$ cat src/rtl/cvita_pkt_pkg.sv
// -----------------------------------------------------------------------------
// cvita_pkt_pkg
// Shared definitions for the CVITA destination demux:
//   - demux FSM state encoding
//   - CVITA beat width and drop counter width
//   - saturating increment helper for the drop counter
// -----------------------------------------------------------------------------
package cvita_pkt_pkg;

    localparam int CVITA_DATA_W = 64;
    localparam int DROP_CNT_W   = 16;

    typedef enum logic [1:0] {
        ST_IDLE  = 2'd0,
        ST_ROUTE = 2'd1,
        ST_DROP  = 2'd2
    } demux_state_e;

    // Increment that sticks at all-ones instead of wrapping.
    function automatic logic [DROP_CNT_W-1:0] sat_inc(input logic [DROP_CNT_W-1:0] v);
        return (&v) ? v : v + DROP_CNT_W'(1);
    endfunction

endpackage

$ cat src/rtl/cvita_out_reg.sv
// -----------------------------------------------------------------------------
// cvita_out_reg
// Single registered output stage shared by all demux ports. Holds one beat,
// the port it targets (out_sel) and a valid flag, and reports whether it can
// take a new beat this cycle.
//
// Ports:
//   clk, rst_n      clock, async active-low reset
//   load            load a new beat this cycle (only asserted while ready=1)
//   load_sel        destination port of the beat being loaded
//   load_data/last  beat payload and last flag
//   ready           register empty, or its beat drains this cycle
//   o_tdata/o_tlast shared output payload
//   o_tvalid        per-port valid, one-hot or zero
//   o_tready        per-port ready
// -----------------------------------------------------------------------------
module cvita_out_reg
    import cvita_pkt_pkg::*;
#(
    parameter int NUM_OUTPUTS = 4,
    parameter int DEST_WIDTH  = 4
) (
    input  logic                    clk,
    input  logic                    rst_n,
    input  logic                    load,
    input  logic [DEST_WIDTH-1:0]   load_sel,
    input  logic [CVITA_DATA_W-1:0] load_data,
    input  logic                    load_last,
    output logic                    ready,
    output logic [CVITA_DATA_W-1:0] o_tdata,
    output logic                    o_tlast,
    output logic [NUM_OUTPUTS-1:0]  o_tvalid,
    input  logic [NUM_OUTPUTS-1:0]  o_tready
);

    logic [CVITA_DATA_W-1:0] data_q, data_d;
    logic                    last_q, last_d;
    logic                    out_valid_q, out_valid_d;
    logic [DEST_WIDTH-1:0]   out_sel_q, out_sel_d;
    logic                    sel_tready;

    // Ready of the port currently held in the register. Looping over the
    // ports avoids indexing o_tready with a wider-than-needed selector.
    always_comb begin
        sel_tready = 1'b0;
        for (int k = 0; k < NUM_OUTPUTS; k++) begin
            if (out_sel_q == DEST_WIDTH'(k)) begin
                sel_tready = o_tready[k];
            end
        end
    end

    // The drain condition uses the port the held beat targets, not the
    // port of the next packet. Across a port change this lets the new
    // packet's first beat load in the same cycle the old last beat leaves,
    // and never overwrites a beat that its own port has not taken yet.
    assign ready = !out_valid_q || sel_tready;

    always_comb begin
        data_d      = data_q;
        last_d      = last_q;
        out_valid_d = out_valid_q;
        out_sel_d   = out_sel_q;
        if (load) begin
            data_d      = load_data;
            last_d      = load_last;
            out_valid_d = 1'b1;
            out_sel_d   = load_sel;
        end else if (sel_tready) begin
            out_valid_d = 1'b0;
        end
    end

    always_ff @(posedge clk or negedge rst_n) begin
        if (!rst_n) begin
            data_q      <= '0;
            last_q      <= 1'b0;
            out_valid_q <= 1'b0;
            out_sel_q   <= '0;
        end else begin
            data_q      <= data_d;
            last_q      <= last_d;
            out_valid_q <= out_valid_d;
            out_sel_q   <= out_sel_d;
        end
    end

    always_comb begin
        o_tvalid = '0;
        for (int k = 0; k < NUM_OUTPUTS; k++) begin
            o_tvalid[k] = out_valid_q && (out_sel_q == DEST_WIDTH'(k));
        end
    end

    assign o_tdata = data_q;
    assign o_tlast = last_q;

endmodule

$ cat src/rtl/cvita_dest_demux.sv
// -----------------------------------------------------------------------------
// cvita_dest_demux
// Routes whole CVITA packets to one of NUM_OUTPUTS AXI-Stream ports using the
// destination looked up for the first beat. Out-of-range destinations are
// swallowed and counted in a saturating drop counter.
//
//   state    | meaning
//   ---------+--------------------------------------------------------------
//   ST_IDLE  | between packets; latch i_tdest of the waiting first beat
//   ST_ROUTE | pass beats into the output register for port sel
//   ST_DROP  | accept and discard beats until i_tlast, then count the drop
//
// Ports:
//   clk, rst_n                      clock, async active-low reset
//   i_tdata/i_tlast/i_tvalid/i_tready  input CVITA stream
//   i_tdest                         destination, sampled on first beat only
//   o_tdata/o_tlast                 shared output payload
//   o_tvalid/o_tready               per-port handshake
//   drop_count                      dropped packet count, saturating
// -----------------------------------------------------------------------------
module cvita_dest_demux
    import cvita_pkt_pkg::*;
#(
    parameter int NUM_OUTPUTS = 4,
    parameter int DEST_WIDTH  = 4
) (
    input  logic                    clk,
    input  logic                    rst_n,
    input  logic [CVITA_DATA_W-1:0] i_tdata,
    input  logic                    i_tlast,
    input  logic                    i_tvalid,
    output logic                    i_tready,
    input  logic [DEST_WIDTH-1:0]   i_tdest,
    output logic [CVITA_DATA_W-1:0] o_tdata,
    output logic                    o_tlast,
    output logic [NUM_OUTPUTS-1:0]  o_tvalid,
    input  logic [NUM_OUTPUTS-1:0]  o_tready,
    output logic [DROP_CNT_W-1:0]   drop_count
);

    // One extra bit so NUM_OUTPUTS == 2**DEST_WIDTH still compares correctly.
    localparam logic [DEST_WIDTH:0] NUM_OUT_V = (DEST_WIDTH+1)'(NUM_OUTPUTS);

    demux_state_e            state_q, state_d;
    logic [DEST_WIDTH-1:0]   sel_q, sel_d;
    logic [DROP_CNT_W-1:0]   drop_count_q, drop_count_d;
    logic                    out_ready;
    logic                    load;
    logic                    dest_in_range;

    assign dest_in_range = ({1'b0, i_tdest} < NUM_OUT_V);

    always_comb begin
        state_d      = state_q;
        sel_d        = sel_q;
        drop_count_d = drop_count_q;
        i_tready     = 1'b0;
        load         = 1'b0;
        case (state_q)
            ST_IDLE: begin
                // The first beat is only inspected here; it is consumed
                // in ROUTE/DROP on the following cycle.
                if (i_tvalid) begin
                    sel_d   = i_tdest;
                    state_d = dest_in_range ? ST_ROUTE : ST_DROP;
                end
            end
            ST_ROUTE: begin
                i_tready = out_ready;
                if (i_tvalid && out_ready) begin
                    load = 1'b1;
                    if (i_tlast) begin
                        state_d = ST_IDLE;
                    end
                end
            end
            ST_DROP: begin
                i_tready = 1'b1;
                if (i_tvalid && i_tlast) begin
                    drop_count_d = sat_inc(drop_count_q);
                    state_d      = ST_IDLE;
                end
            end
            default: begin
                state_d = ST_IDLE;
            end
        endcase
    end

    always_ff @(posedge clk or negedge rst_n) begin
        if (!rst_n) begin
            state_q      <= ST_IDLE;
            sel_q        <= '0;
            drop_count_q <= '0;
        end else begin
            state_q      <= state_d;
            sel_q        <= sel_d;
            drop_count_q <= drop_count_d;
        end
    end

    assign drop_count = drop_count_q;

    cvita_out_reg #(
        .NUM_OUTPUTS (NUM_OUTPUTS),
        .DEST_WIDTH  (DEST_WIDTH)
    ) u_out_reg (
        .clk       (clk),
        .rst_n     (rst_n),
        .load      (load),
        .load_sel  (sel_q),
        .load_data (i_tdata),
        .load_last (i_tlast),
        .ready     (out_ready),
        .o_tdata   (o_tdata),
        .o_tlast   (o_tlast),
        .o_tvalid  (o_tvalid),
        .o_tready  (o_tready)
    );

endmodule

$ cat config.mk
export PLATFORM = sky130hd
export DESIGN_NAME = cvita_dest_demux
export DESIGN_NICKNAME = d
export VERILOG_FILES = /design/src/rtl/cvita_pkt_pkg.sv /design/src/rtl/cvita_out_reg.sv /design/src/rtl/cvita_dest_demux.sv
export SDC_FILE = /design/constraint.sdc
export NUM_CORES = 1
export LEC_CHECK = 0
export CAP_MARGIN = 25
export CORE_MARGIN = 2
export CORE_UTILIZATION = 42
export DETAILED_ROUTE_END_ITERATION = 16
export GPL_TIMING_DRIVEN = 1
export PLACE_DENSITY = 0.83
export SLEW_MARGIN = 30
export SYNTH_ARGS = -nofsm -noshare
export SYNTH_HDL_FRONTEND = slang
export SYNTH_SLANG_ARGS = --single-unit
$ cat constraint.sdc
create_clock -name clk -period 2.55 [get_ports clk]
set_input_delay 0.255 -clock clk [delete_from_list [all_inputs] [get_ports clk]]
set_output_delay 0.255 -clock clk [all_outputs]
set_load 0.02 [all_outputs]
==> results.py, run 1 <==
metrics = {
    "placed_design": {
        "placed_cell_area_um2": 5570,
        "gp_congestion": 0.846,
        "io_buffer_count": 161,
        "dp_hpwl_mm": 6.48,
    },
    "sta": {
        "worst_pin_slew_ns": 0.661,
        "fmax_mhz": 420,
        "grt_setup_unrepaired": "no",
        "post-route-period-util_pct": 93.4,
        "fin_hold_ws_ns": 0.447,
        "max_slew_margin_pct": 55.9,
        "setup_tns_ns": 0,
        "setup_violations": 0,
        "fin_worst_skew_ns": 0.00652,
        "layout_min_cycle_time_ns": 2.38,
        "hold_viol_final": 0,
        "slew_viol_final": 0,
    },
    "detailed_routing": {
        "routed_via_density": 5.04,
        "wl_per_cell_um": 16.0,
        "drc": 0,
        "final_antenna_net_count": 0,
        "drt_pass1_iterations": 4,
        "num_vias": 2763,
        "routed_wl_mm": 8.77,
        "drt_iter0_drc": 52,
    },
    "global_routing": {
        "grt_pass1_vias": 2915,
        "gr-total-overflow": 0,
        "grt_max_degree": 48,
        "antenna_found_initial": 0,
        "grt_pass1_wl_mm": 14.0,
        "track_usage_pct": 17.9,
    },
    "cts": {
        "cts_setup_buffers": 0,
        "clock_latency_ns": 0.36,
        "cts-root-buf": "clkbuf_8",
        "numCtsBuffers": 9,
        "cts.clk_slew.worst_paths_ns": 0.09,
        "tritoncts": "yes",
        "htree_levels": 3,
        "clock_sinks": 92,
        "clockBufferDepth": 2,
    },
    "power_and_ir_drop": {
        "peakVddDrop_uv": 636,
        "p_per_area_nw_per_um2": 1100,
        "power_leakage_nw": 2.43,
    },
    "synth": {
        "netlist_area_um2": 3810,
        "ys_ff_latch": 92,
        "synth.top_cell.area_share_pct": 60.4,
        "ys_top_cells_by_area": "dfrtp_1, mux2_2, mux2_4",
        "yosysMostFrequentCell": "dfrtp_1",
        "ys_warn_count": 0,
        "syn_inst": 266,
        "ys_seq_area_share_pct": 60.4,
        "synth_top_cell_by_area": "dfrtp_1",
        "synth_nets": 346,
        "synthArstFlopShare_pct": 100,
        "synth_edf_count": 0,
        "syn_area_per_cell_um2": 14.3,
        "synth-main-ff-cell": "dfrtp_1",
        "ys_top_cells_by_count": "dfrtp_1, mux2_2, xnor2_1",
        "yosysUniqueCellTypes": 34,
    },
    "run_status": {
        "status": "finished, final reports clean",
    },
    "die": {
        "std_cell_rows": 34,
        "coreArea_um2": 8760,
        "dieHeight_um": 99.3,
        "die_area_um2": 9860,
        "die_w_um": 99.3,
        "start_util_pct": 43.5,
        "num_io_pins": 162,
    },
    "final_layout": {
        "final_cell_area_um2": 5760,
        "nNetsFinal": 515,
        "syn_to_final_growth_pct": 51.1,
        "nFillCells": 683,
        "drive_gt1_share_pct": 22.0,
        "n_antenna_cell": 0,
    },
    "setup_path": {
        "crit_fanout": 6,
        "critical_path_arrival_ns": 2.13,
        "end_kind": "output port",
        "start_kind": "flip-flop",
        "critical_path_required_ns": 2.30,
        "worstSetupPathType": "reg2out",
    },
    "job": {
        "maxCapViolations": 0,
    },
    "min_path": {
        "hold_class": "in2async",
    },
}
[worst max-delay path, cell delays in order (launching register included)]
cell and delay (ns):
dfrtp_1 0.44, mux4_2 0.58, a21oi_4 0.26, o21ai_0 0.16, dlygate4sd2_1 0.35
[state kept, by name, summed over array words and instances (netlist names)]
register               flops
u_out_reg.o_tdata         64
drop_count                16
sel_q                      4
u_out_reg.out_sel_q        4
state_q                    2
u_out_reg.o_tlast          1
u_out_reg.out_valid_q      1
[power by group]
group | switching, mW | internal, mW | total, mW
registers | 0.352 | 2.07 | 2.43
clock network | 0.515 | 0.407 | 0.922
logic | 1.36 | 1.65 | 3.01
total | 2.23 | 4.13 | 6.36
[final cells by class]
class | count | area [um^2] | share of cell area [%]
clock buffers | 11 | 151 | 2.63
clock inverters | 5 | 36.3 | 0.630
inverters | 7 | 26.3 | 0.456
multi-input cells | 159 | 1440 | 25.0
flip-flops and latches | 92 | 2300 | 39.9
well taps | 108 | 135 | 2.34
repair buffers | 166 | 1670 | 29.0
[metrics by stage]
stage	setup slack (ns)	cells	utilization [%]	power (mW)
2_1_floorplan	0.470	266	-	4.01
3_3_place_gp	0.0824	531	63.5	5.40
3_5_place_dp	0.0168	531	63.5	5.50
4_1_cts	0.164	548	65.8	6.43
5_1_grt	0.0656	548	65.8	6.71
6_report	0.168	548	65.8	6.36
[timing repair]
action,in CTS,in global routing
resized for setup,1,0
hold buffers,1,0
setup endpoints to repair,1,0
endpoints found under the hold margin,45,0
[placed cells by master, fill, tap and decap left out, drive strengths merged, types with 2 or more instances in the layout]
cell	count
clkinvlp	3
xor2	3
buf	5
clkinv	2
nand4	6
xnor2	12
clkdlybuf4s50	159
clkbuf	11
nor4	2
dfrtp	92
nand2	10
o21ai	5
nor2	9
ha	4
nor3	7
nand3	7
a22o	3
and3	3
inv	7
a21o	3
or4	2
mux2	72
[worst paths after layout]
path                                   startpoint                      to  slack [ns]  cells after the start
setup / recovery           u_out_reg.out_sel_q[0]                i_tready        0.17                      4
hold / removal                              rst_n   u_out_reg.o_tdata[32]        0.45                      2
setup reg to reg           u_out_reg.out_sel_q[0]   u_out_reg.o_tdata[50]        0.21                      5
hold reg to reg                          sel_q[2]  u_out_reg.out_sel_q[2]        0.50                      1
max in group asynchronous                   rst_n    u_out_reg.o_tdata[6]        1.44                      3
min in group clk                       i_tdata[2]    u_out_reg.o_tdata[2]        0.50                      2
[routing by layer]
layer	track usage, %	vias to the layer above	part of all wire, %
met4	6.64	0	1.9
met1	21.9	1343	41
met5	0	-	0
met2	29.6	122	49
met3	5.97	18	7.6
li1	-	1280	-
[kinds of logic (layout without fill, tap and decap cells)]
kind of cell | count (synthesis) | in the layout | share of synthesized area (%)
and+or+nand+nor | 50 | 50 | 6.69
DFF | 92 | 92 | 60.4
xor gates and xnor gates | 15 | 15 | 3.44
buffers and inverters | 15 | 189 | 2.03
AOI/OAI and AO/OA | 17 | 17 | 3.51
muxes | 73 | 73 | 22.6
adders and majority gates | 4 | 4 | 1.31
Note: power is estimated with default switching activity, not from simulation.
==> inputs of run 2 (changes only) <==
==> constraint.sdc (replaced) <==
create_clock -name clk -period 2.55 [get_ports clk]
set_input_delay 0.51 -clock clk [delete_from_list [all_inputs] [get_ports clk]]
set_output_delay 0.51 -clock clk [all_outputs]
set_load 0.02 [all_outputs]
==> results.py, run 2 (synthesis gave the netlist of run 1 again) <==
metrics = {
    "run_status": {
        "status": "finished, final reports clean",
    },
    "setup_path": {
        "worstSetupPathType": "in2out",
        "critPathMaxStageDelay_ns": 0.52,
        "r2r-start": "drop_count[6]",
        "crit_family": "buffers and inverters",
        "reg2reg_slack_ns": 0.47,
        "rr_worst_depth": 4,
        "critical_path_arrival_ns": 2.00,
        "r2r_end": "drop_count[1]",
        "critical_path_buf_inv_count": 2,
        "critical_path_required_ns": 2.04,
        "worst_path_max_delay_cell": "mux4_2",
        "path_cells": "clkdlybuf4s50_1 -> mux4_2 -> a21oi_4 -> o21ai_0 -> clkdlybuf4s15_1",
        "start_kind": "input port",
        "end_kind": "output port",
        "crit_fanout": 2,
    },
    "cts": {
        "tritoncts": "yes",
        "cts.clk_slew.worst_paths_ns": 0.09,
        "cts_hold_buf": 0,
        "clock_latency_ns": 0.34,
        "cts-root-buf": "clkbuf_8",
        "numCtsBuffers": 9,
        "clock_sinks": 92,
        "clockBufferDepth": 2,
        "cts_setup_buffers": 0,
        "htree_levels": 3,
    },
    "global_routing": {
        "gr-total-overflow": 0,
        "grt_pass1_vias": 2825,
        "grt_max_degree": 59,
        "grt_pass1_wl_mm": 13.8,
        "track_usage_pct": 17.4,
        "antenna_found_initial": 0,
    },
    "detailed_routing": {
        "routed_wl_mm": 8.55,
        "drc": 0,
        "wl_per_cell_um": 15.6,
        "final_antenna_net_count": 0,
        "drt_pass1_iterations": 4,
        "routed_via_density": 5.02,
        "num_vias": 2754,
        "drt_iter0_drc": 58,
    },
    "sta": {
        "hold_viol_final": 0,
        "setup_tns_ns": 0,
        "max_slew_margin_pct": 69.6,
        "grt_setup_unrepaired": "no",
        "fin_worst_skew_ns": 0.0152,
        "worst_pin_slew_ns": 0.456,
        "slew_viol_final": 0,
        "fmax_mhz": 398,
        "setup_violations": 0,
        "layout_min_cycle_time_ns": 2.51,
        "fin_hold_ws_ns": 0.0970,
        "finalWorstSetupSlack_ns": 0.0366,
        "post-route-period-util_pct": 98.6,
    },
    "placed_design": {
        "placed_cell_area_um2": 5590,
        "pre_cts_ws_ns": -0.210,
        "io_buffer_count": 161,
        "dp_cells": 533,
        "gp_congestion": 0.815,
        "dp_hpwl_mm": 6.43,
    },
    "die": {
        "die_area_um2": 9860,
        "coreArea_um2": 8760,
        "dieHeight_um": 99.3,
        "die_w_um": 99.3,
        "start_util_pct": 43.5,
        "std_cell_rows": 34,
        "num_io_pins": 162,
    },
    "final_layout": {
        "largest_register_ffs": 64,
        "final_cell_mix": "clkdlybuf4s50_1, dfrtp_1, mux2_2, xnor2_1, clkbuf_8",
        "nNetsFinal": 516,
        "syn_to_final_growth_pct": 52.3,
        "nFillCells": 669,
        "n_antenna_cell": 0,
        "final_common_cell": "clkdlybuf4s50_1",
        "drive_gt1_share_pct": 22.7,
        "final_cell_area_um2": 5810,
        "final_util_pct": 66.3,
        "stdcell_count": 549,
    },
    "job": {
        "maxCapViolations": 0,
    },
    "power_and_ir_drop": {
        "p_seq_share_pct": 37.5,
        "combPwrFrac_pct": 46.9,
        "total_power_mw": 6.47,
        "p_per_area_nw_per_um2": 1110,
        "internal-power_mw": 4.25,
        "pwr-share-clk_pct": 15.6,
        "peakVddDrop_uv": 539,
        "p_sw_share_pct": 34.3,
        "switchingPower_mw": 2.22,
        "power_leakage_nw": 2.45,
    },
    "min_path": {
        "hold_class": "in2async",
    },
}
## run 2: metal layers
layer,vias up,global-route usage (%),share of wire [%]
met5,-,0,0
met1,1366,22.6,43
met2,97,29.0,49
met3,9,4.92,7.2
li1,1282,-,-
met4,0,4.43,0.98
## run 2: worst max path at each step
| stage | from | to | slack, ns | cells after the start |
|---|---|---|---|---|
| floorplan | drop_count[0] | drop_count[1] | 0.47 | 6 |
| global placement | o_tready[3] | i_tready | -0.23 | 5 |
| detailed placement | o_tready[3] | i_tready | -0.21 | 5 |
| CTS | o_tready[2] | i_tready | 0.006 | 5 |
| global route | o_tready[2] | i_tready | 0.004 | 5 |
| finish | o_tready[2] | i_tready | 0.04 | 5 |
## run 2: cell type report
class / count / area, um^2 / share of cell area (%)
clock buffer: 11 / 151 / 2.61
clock inverter: 5 / 60.1 / 1.03
inverter: 7 / 26.3 / 0.452
multi-input combinational: 159 / 1440 / 24.8
sequential: 92 / 2300 / 39.6
tap: 108 / 135 / 2.33
timing repair buffer: 167 / 1690 / 29.1
## run 2: what timing repair did
action,4_1_cts,5_1_grt
hold endpoints to repair,0,0
setup endpoints to repair,1,2
gates resized for setup,1,2
pin swaps,0,0
## run 2: power groups by stage
stage | sequential [mW] | combinational, mW | clock [mW]
global route | 2.52 | 3.21 | 1.11
detailed placement | 2.46 | 3.07 | 0
CTS | 2.43 | 3.07 | 1.04
finish | 2.43 | 3.04 | 1.01
floorplan | 3.08 | 0.925 | 0
global placement | 2.42 | 3.00 | 0
==> inputs of run 3 (changes only) <==
--- a/config.mk
+++ b/config.mk
@@ -5,13 +5,12 @@
 export SDC_FILE = /design/constraint.sdc
 export NUM_CORES = 1
 export LEC_CHECK = 0
-export CAP_MARGIN = 25
+export CAP_MARGIN = 20
 export CORE_MARGIN = 2
 export CORE_UTILIZATION = 42
 export DETAILED_ROUTE_END_ITERATION = 16
 export GPL_TIMING_DRIVEN = 1
 export PLACE_DENSITY = 0.83
-export SLEW_MARGIN = 30
 export SYNTH_ARGS = -nofsm -noshare
 export SYNTH_HDL_FRONTEND = slang
 export SYNTH_SLANG_ARGS = --single-unit
==> results of run 3 <==
The final DEF is identical to that of run 2; final timing and power are the same.
